--- config.mk ---
export PLATFORM = sky130hd
export DESIGN_NAME = etx_protocol
export DESIGN_NICKNAME = d
export VERILOG_FILES = /design/src/rtl/etx_protocol.sv
export SDC_FILE = /design/constraint.sdc
export NUM_CORES = 1
export LEC_CHECK = 0
export BUFFER_PORTS_ARGS = -buffer_cell sky130_fd_sc_hd__buf_2
export CORE_MARGIN = 2
export CORE_UTILIZATION = 45
export CTS_CLUSTER_SIZE = 24
export DETAILED_ROUTE_END_ITERATION = 10
export PLACE_DENSITY_LB_ADDON = 0.25
export SYNTH_ARGS = -nofsm -noshare
export SYNTH_HDL_FRONTEND = slang
export SYNTH_SLANG_ARGS = --single-unit
export TNS_END_PERCENT = 100
--- constraint.sdc ---
create_clock -name clk_in -period 2.9 [get_ports clk_in]
set_input_delay 0 -clock clk_in [delete_from_list [all_inputs] [get_ports clk_in]]
set_output_delay 0 -clock clk_in [all_outputs]
set_load 0.005 [all_outputs]
--- src/rtl/etx_protocol.sv ---
// Elink transmit framer: accepts one eMesh transaction per handshake and
// serialises it as a 14-byte frame, one byte per clock, toward the DDR serializer.
module etx_protocol #(
  parameter int unsigned AW  = 32,
  parameter int unsigned DW  = 32,
  parameter int unsigned GAP = 1
) (
  input  logic          clk_in,
  input  logic          reset,
  input  logic          etx_access,
  input  logic          etx_write,
  input  logic [1:0]    etx_datamode,
  input  logic [3:0]    etx_ctrlmode,
  input  logic [AW-1:0] etx_dstaddr,
  input  logic [DW-1:0] etx_data,
  input  logic [AW-1:0] etx_srcaddr,
  output logic          etx_ack,
  input  logic          tx_wr_wait,
  input  logic          tx_rd_wait,
  input  logic          ecfg_tx_enable,
  input  logic          ecfg_tx_force_mode,
  input  logic [8:0]    ecfg_tx_force_data,
  output logic          tx_frame,
  output logic [7:0]    tx_data,
  output logic          tx_busy
);

  localparam int unsigned CW = 4;
  localparam logic [CW-1:0] LAST_BYTE = CW'(13);
  // The IDLE cycle carrying the next ack is itself a frame-low cycle, so the
  // GAP state only has to cover the remaining GAP-1 idle cycles.
  localparam logic [CW-1:0] GAP_LAST = (GAP > 1) ? CW'(GAP - 2) : CW'(0);

  typedef enum logic [1:0] {
    S_IDLE = 2'd0,
    S_SEND = 2'd1,
    S_GAP  = 2'd2
  } state_t;

  state_t          state_q;
  logic [CW-1:0]   cnt_q;
  logic            frame_q;
  logic [7:0]      data_q;
  logic            busy_q;

  logic            pkt_write_q;
  logic [1:0]      pkt_dm_q;
  logic [3:0]      pkt_ctrl_q;
  logic [AW-1:0]   pkt_dst_q;
  logic [DW-1:0]   pkt_data_q;
  logic [AW-1:0]   pkt_src_q;

  logic [CW-1:0]   nxt_idx;
  logic [7:0]      byte_d;
  logic            wait_sel;

  // Pushback relevant to the offered transaction's direction
  assign wait_sel = etx_write ? tx_wr_wait : tx_rd_wait;
  assign etx_ack  = ~reset & (state_q == S_IDLE) & etx_access & ecfg_tx_enable
                    & ~ecfg_tx_force_mode & ~wait_sel;

  assign nxt_idx  = cnt_q + CW'(1);

  // Byte map: selects the byte to be presented on the next cycle
  always_comb begin
    byte_d = 8'h00;
    case (nxt_idx)
      4'd1:    byte_d = {pkt_ctrl_q, pkt_dst_q[31:28]};
      4'd2:    byte_d = pkt_dst_q[27:20];
      4'd3:    byte_d = pkt_dst_q[19:12];
      4'd4:    byte_d = pkt_dst_q[11:4];
      4'd5:    byte_d = {pkt_dst_q[3:0], pkt_dm_q, pkt_write_q, 1'b1};
      4'd6:    byte_d = pkt_data_q[31:24];
      4'd7:    byte_d = pkt_data_q[23:16];
      4'd8:    byte_d = pkt_data_q[15:8];
      4'd9:    byte_d = pkt_data_q[7:0];
      4'd10:   byte_d = pkt_src_q[31:24];
      4'd11:   byte_d = pkt_src_q[23:16];
      4'd12:   byte_d = pkt_src_q[15:8];
      4'd13:   byte_d = pkt_src_q[7:0];
      default: byte_d = 8'h00;
    endcase
  end

  // Framer FSM with registered outputs and packet capture
  always_ff @(posedge clk_in) begin
    if (reset) begin
      state_q     <= S_IDLE;
      cnt_q       <= '0;
      frame_q     <= 1'b0;
      data_q      <= 8'h00;
      busy_q      <= 1'b0;
      pkt_write_q <= 1'b0;
      pkt_dm_q    <= '0;
      pkt_ctrl_q  <= '0;
      pkt_dst_q   <= '0;
      pkt_data_q  <= '0;
      pkt_src_q   <= '0;
    end else begin
      case (state_q)
        S_IDLE: begin
          cnt_q <= '0;
          if (etx_ack) begin
            pkt_write_q <= etx_write;
            pkt_dm_q    <= etx_datamode;
            pkt_ctrl_q  <= etx_ctrlmode;
            pkt_dst_q   <= etx_dstaddr;
            pkt_data_q  <= etx_data;
            pkt_src_q   <= etx_srcaddr;
            state_q     <= S_SEND;
            frame_q     <= 1'b1;
            data_q      <= 8'h00;
            busy_q      <= 1'b1;
          end else if (ecfg_tx_force_mode) begin
            frame_q <= ecfg_tx_force_data[8];
            data_q  <= ecfg_tx_force_data[7:0];
            busy_q  <= 1'b0;
          end else begin
            frame_q <= 1'b0;
            data_q  <= 8'h00;
            busy_q  <= 1'b0;
          end
        end
        S_SEND: begin
          if (cnt_q == LAST_BYTE) begin
            cnt_q   <= '0;
            frame_q <= 1'b0;
            data_q  <= 8'h00;
            if (GAP > 1) begin
              state_q <= S_GAP;
              busy_q  <= 1'b1;
            end else begin
              state_q <= S_IDLE;
              busy_q  <= 1'b0;
            end
          end else begin
            cnt_q   <= nxt_idx;
            frame_q <= 1'b1;
            data_q  <= byte_d;
            busy_q  <= 1'b1;
          end
        end
        S_GAP: begin
          frame_q <= 1'b0;
          data_q  <= 8'h00;
          if (cnt_q == GAP_LAST) begin
            state_q <= S_IDLE;
            cnt_q   <= '0;
            busy_q  <= 1'b0;
          end else begin
            cnt_q  <= nxt_idx;
            busy_q <= 1'b1;
          end
        end
        default: begin
          state_q <= S_IDLE;
          cnt_q   <= '0;
          frame_q <= 1'b0;
          data_q  <= 8'h00;
          busy_q  <= 1'b0;
        end
      endcase
    end
  end

  assign tx_frame = frame_q;
  assign tx_data  = data_q;
  assign tx_busy  = busy_q;

endmodule
# [Word level (Yosys, flattened, before mapping)]
# Cells that the tools add are included.
[classes] addsub=1 n_eq_ne=19 muxes=20 bitwise_logic=8 n_reduce_logical=4
[ops] cell="8-bit one-hot mux with 13 select lines" n=1
[ops] cell="4-bit equality test (second input constant)" n=7
[ops] cell="8-bit 2-to-1 mux" n=3
[ops] cell="4-bit by 3-bit equality test with 1-bit output (second input constant)" n=4
[ops] cell="8-bit one-hot mux with 2 select lines" n=1
[ops] cell="4-bit by 2-bit equality test with 1-bit output (second input constant)" n=2
[ops] cell="4-bit 2-to-1 mux" n=2
[ops] cell="4-bit one-hot mux with 2 select lines" n=1
[ops] cell="1-bit 2-to-1 mux" n=6
[ops] cell="2-bit 2-to-1 mux" n=3
[ops] cell="2-bit inequality test (second input constant)" n=3
[ops] cell="2-bit one-hot mux with 3 select lines" n=1
[ops] cell="1-bit AND" n=5
[ops] cell="4-bit by 1-bit adder with 4-bit output (second input constant)" n=1
[ops] cell="4-bit by 1-bit equality test with 1-bit output (second input constant)" n=1
[ops] cell="4-bit logical NOT" n=1
[ops] cell="1-bit inverter" n=3
[ops] cell="1-bit one-hot mux with 3 select lines" n=1
[ops] cell="3-bit AND reduction" n=1
[ops] cell="2-bit by 1-bit equality test with 1-bit output (second input constant)" n=1
[ops] cell="2-bit equality test (second input constant)" n=1
[ops] cell="2-bit logical NOT" n=1
[ops] cell="1-bit one-hot mux with 2 select lines" n=1
[ops] cell="2-bit AND reduction" n=1
[word_totals] ff_bits=119 in_bits=119

# [Logic depth before layout (Yosys ltp)]
[logic_depth] word_depth=8 ltp_mapped=11 ltp_nobuf=8

# [Worst setup path before layout]
# Ideal clock, no wire load.
[synth_timing] kind="reg-to-reg" from="reg cnt_q[0]" to="reg data_q[5], in the netlist tx_data[5]" arrival_ns=2.127 path_slack_ns=0.638 stages_incl_launch_ff=12 synth_period_minus_slack_ns=2.262 path_cell_list="dfxtp_1 -> buf_2 -> inv_1 -> ha_1 -> clkbuf_1 -> and3_1 -> clkbuf_1 -> and2_1 -> a221o_1 -> a21o_1 -> a211oi_1 -> a32oi_1"
[synth_between] elab_chain_len=5 word_cells_on_any_way=18
[synth_lines] element="start: declaration" line_no="41" text="logic [CW-1:0] cnt_q;"
[synth_lines] element="start signal: assignment" line_no="137" text="cnt_q <= nxt_idx;"
[synth_lines] element="start signal: assignment" line_no="151" text="cnt_q <= nxt_idx;"
[synth_lines] element="4-bit by 1-bit adder with 4-bit output *" line_no="62" text="assign nxt_idx = cnt_q + CW'(1);"
[synth_lines] element="named net nxt_idx[0]" line_no="53" text="logic [CW-1:0] nxt_idx;"
[synth_lines] element="4-bit equality test (tied with other cells)" line_no="67" text="case (nxt_idx)"
[synth_lines] element="8-bit one-hot mux with 13 select lines *" line_no="67"
[synth_lines] element="8-bit 2-to-1 mux *" line_no="125" text="if (cnt_q == LAST_BYTE) begin"
[synth_lines] element="8-bit one-hot mux with 2 select lines *" line_no="100" text="case (state_q)"
[synth_lines] element="end signal: assignment" line_no="116" text="data_q <= ecfg_tx_force_data[7:0];"
[synth_lines] element="end signal: assignment" line_no="139" text="data_q <= byte_d;"
[synth_lines] element="end: declaration" line_no="43" text="logic [7:0] data_q;"
# Mark *: on every way through the listed nets, which the timed path passes. The rest lies on a longest branch.
# A chain may end at the register's enable or synchronous reset.

# [Worst setup path in the final report]
[layout_timing] from="reg cnt_q[3]" to="reg data_q[6], in the netlist tx_data[6]"
[layout_between] elab_chain_len=5 word_cells_on_any_way=18
[layout_lines] element="4-bit by 1-bit adder with 4-bit output" line_no="62"
[layout_lines] element="4-bit equality test (tied with other cells)" line_no="67"
[layout_lines] element="8-bit one-hot mux with 13 select lines" line_no="67"
[layout_lines] element="8-bit 2-to-1 mux *" line_no="125"
[layout_lines] element="8-bit one-hot mux with 2 select lines *" line_no="100"
# Every way passes the cells marked *; elsewhere a longest branch is shown, timed or not.

==> run summary <==
outcome -> finished clean
endpoint class of the critical path -> flop
warning count from the yosys run -> 0
Min-Delay Path Class -> in2reg
Initial Util -> 46.25%
layout cell share with drive strength beyond 1 -> 20.20%
gr ovfl total -> 0
area delta synth->final -> 42.35%
total wire length -> 23360 µm
CP Data Required Time -> 3.18 ns
flop2flop setup slack -> 0.28 ns
CP arrival -> 2.90 ns
remaining antenna violation count -> 0
top cells by area, synth -> dfxtp_1, nand2b_1, o21ai_0
asr flop ratio synth -> 0%
vias per std cell -> 5.704
worst-path maximum fanout -> 22
leakage power total -> 0.003284 µW
clock sinks -> 118
Non-Filler Instances -> 1186
Wirelength per Cell -> 19.70 µm
slew at the pin with the worst max-slew slack -> 0.8399 ns
worst setup margin -> 0.2818 ns
RSZ-0062 raised after global routing -> false
Detail Placement HPWL -> 15470 µm
Die W -> 120.7 µm
Cells after Synth -> 774
Seq cells post-synth -> 118
largest net degree at the start of global routing -> 111
antenna diode count -> 0
initial antenna violation count -> 0
Residual DRC -> 0
TritonCTS clock tree -> yes
maxcap violations -> 0
CTS buffer count -> 17
worst hold margin -> 0.1282 ns
fin nets -> 1122
vias in the first global route -> 6371
dpl cells -> 1042
TNS Setup -> 0 ns
Netlist Area Pre-Place -> 0.006125 mm²
startpoint types -> flop
# port buffers -> 129
sequential cell area fraction in the yosys report -> 38.57%
setup bufs post-CTS -> 0
worst skew pair latency -> 0.43 ns
Reg clk slew, reported paths -> 0.06 ns
Primary FF master, synth -> dfxtp_1
number of synthesized flops with an enable pin -> 0
Via Count -> 6765
syn_area_per_cell -> 7.913 µm²
I/O pin count -> 130
first-pass GRT wire length -> 35340 µm
clk_skew -> 0.01190 ns
worst slack, placed -> 0.3073 ns
fin crit share -> 90.28%
syn nets -> 899
die area -> 0.01456 mm²
Filler Cell Count -> 1114
Die Height -> 120.7 µm
drt first pass iters -> 6
Root Driver -> clkbuf_16
post-synth top area share -> 38.57%
Bufs on Longest Clock Path -> 2
register area -> 0.002362 mm²
Yosys top cell by area -> dfxtp_1
Slew headroom -> 43.80%
Max Slew Vio Count -> 0
DRT iter0 DRCs -> 640
VDD IR-drop max -> 0.4044 mV
unique cell type count in the Yosys netlist -> 58
std cell rows -> 42
footprint of the multi-input gates -> 0.003481 mm²
PD cells -> 503.4 mW/mm²
final hold vios -> 0
CORE AREA -> 0.01324 mm²
fmax -> 381.9 MHz
Final setup violation count -> 0
RePlAce Congestion -> 0.9912
Tmin final -> 2.618 ns
gr usage total -> 32.20%
Crit Path Category -> reg2reg
htree depth -> 4
## per-stage QoR
stage	instance area, µm²	total power, µW	util (%)
floorplan	6125	1819	-
detailed placement	6934	1952	52.36
global placement	6934	1951	52.36
global route	8718	4516	65.84
CTS	8716	4390	65.82
finish	8718	4388	65.84
## sequential cells by signal (all words and copies together), names as in the netlist
register,flops
cnt_q,4
pkt_ctrl_q,4
pkt_data_q,32
pkt_dm_q,2
pkt_dst_q,32
pkt_src_q,32
pkt_write_q,1
state_q,1
tx_busy,1
tx_data,8
tx_frame,1
## kinds of logic (layout without fill, tap and decap cells)
kind of cell / after synthesis / after routing / share of synthesized area [%]
fa+ha+maj: 6 / 6 / 1.226
compound gates: 218 / 218 / 22.70
simple gates: 346 / 346 / 29.38
buf+inv: 66 / 302 / 4.719
mux: 19 / 19 / 3.269
xor+xnor: 1 / 1 / 0.1430
flops: 118 / 118 / 38.57
## timing repair
action / in CTS / in global routing
setup endpoints to repair: 0 / 2
hold endpoints to repair: 112 / 0
hold buffers: 112 / 0
gates resized for setup: 0 / 1
## per-layer routing
layer	vias to the layer above	global-route usage [%]	wire, µm
met5	-	0	0
li1	3189	-	-
met1	3123	41.39	9536
met4	0	14.68	934
met3	67	7.311	2135
met2	386	51.38	10750
## cell type report
type	count	share of cell area (%)
multi-input combinational	590	39.93
sequential	118	27.10
timing repair buffer	266	22.70
clock buffer	22	5.669
tap	176	2.526
clock inverter	10	1.909
inverter	4	0.1722
## cells in the final DEF, fill, tap and decap left out, drive strengths merged, types with 8 or more instances in the layout
master       count
buf            154
nand2          131
dfxtp          118
o21ai          115
dlygate4sd3    112
nand2b         107
nand3           34
clkbuf          22
a22oi           19
a32oi           17
and3            16
nor2            13
a22o            13
mux2i           11
nand4           10
a21oi            9
mux2             8
## where the power goes
part	total [µW]	switching, µW	internal, µW
Clock	2340	788	1550
Combinational	343	127	216
Sequential	1700	43.1	1660
Total	4390	958	3430
## cell usage after synthesis, types with 8 or more instances
cell and number:
a22o_1 13, nor2_1 13, nand4_1 10, mux2_2 8, a22oi_1 19, clkbuf_1 46, dfxtp_1 118, mux2i_1 11
a21oi_1 9, nand2_1 131, nand3_1 34, and3_1 16, o21ai_0 115, nand2b_1 107, buf_2 12, a32oi_1 17
## path summary, 6_finish.rpt
check | from | endpoint | cells past startpoint
hold / removal | reset | cnt_q[0] | 3
hold reg to reg | pkt_dst_q[9] | pkt_dst_q[9] | 2
setup / recovery | cnt_q[3] | tx_data[6] | 8
setup reg to reg | cnt_q[3] | tx_data[6] | 8
## critical path: stages (launching register included)
cell and delay, ns:
dfxtp_1 0.42, buf_4 0.33, clkinv_1 0.24, buf_4 0.23
a31o_2 0.23, a32oi_1 0.15, o2111ai_1 0.13, nor4_1 0.55
a32oi_1 0.18
(Power assumes the default switching activity.)
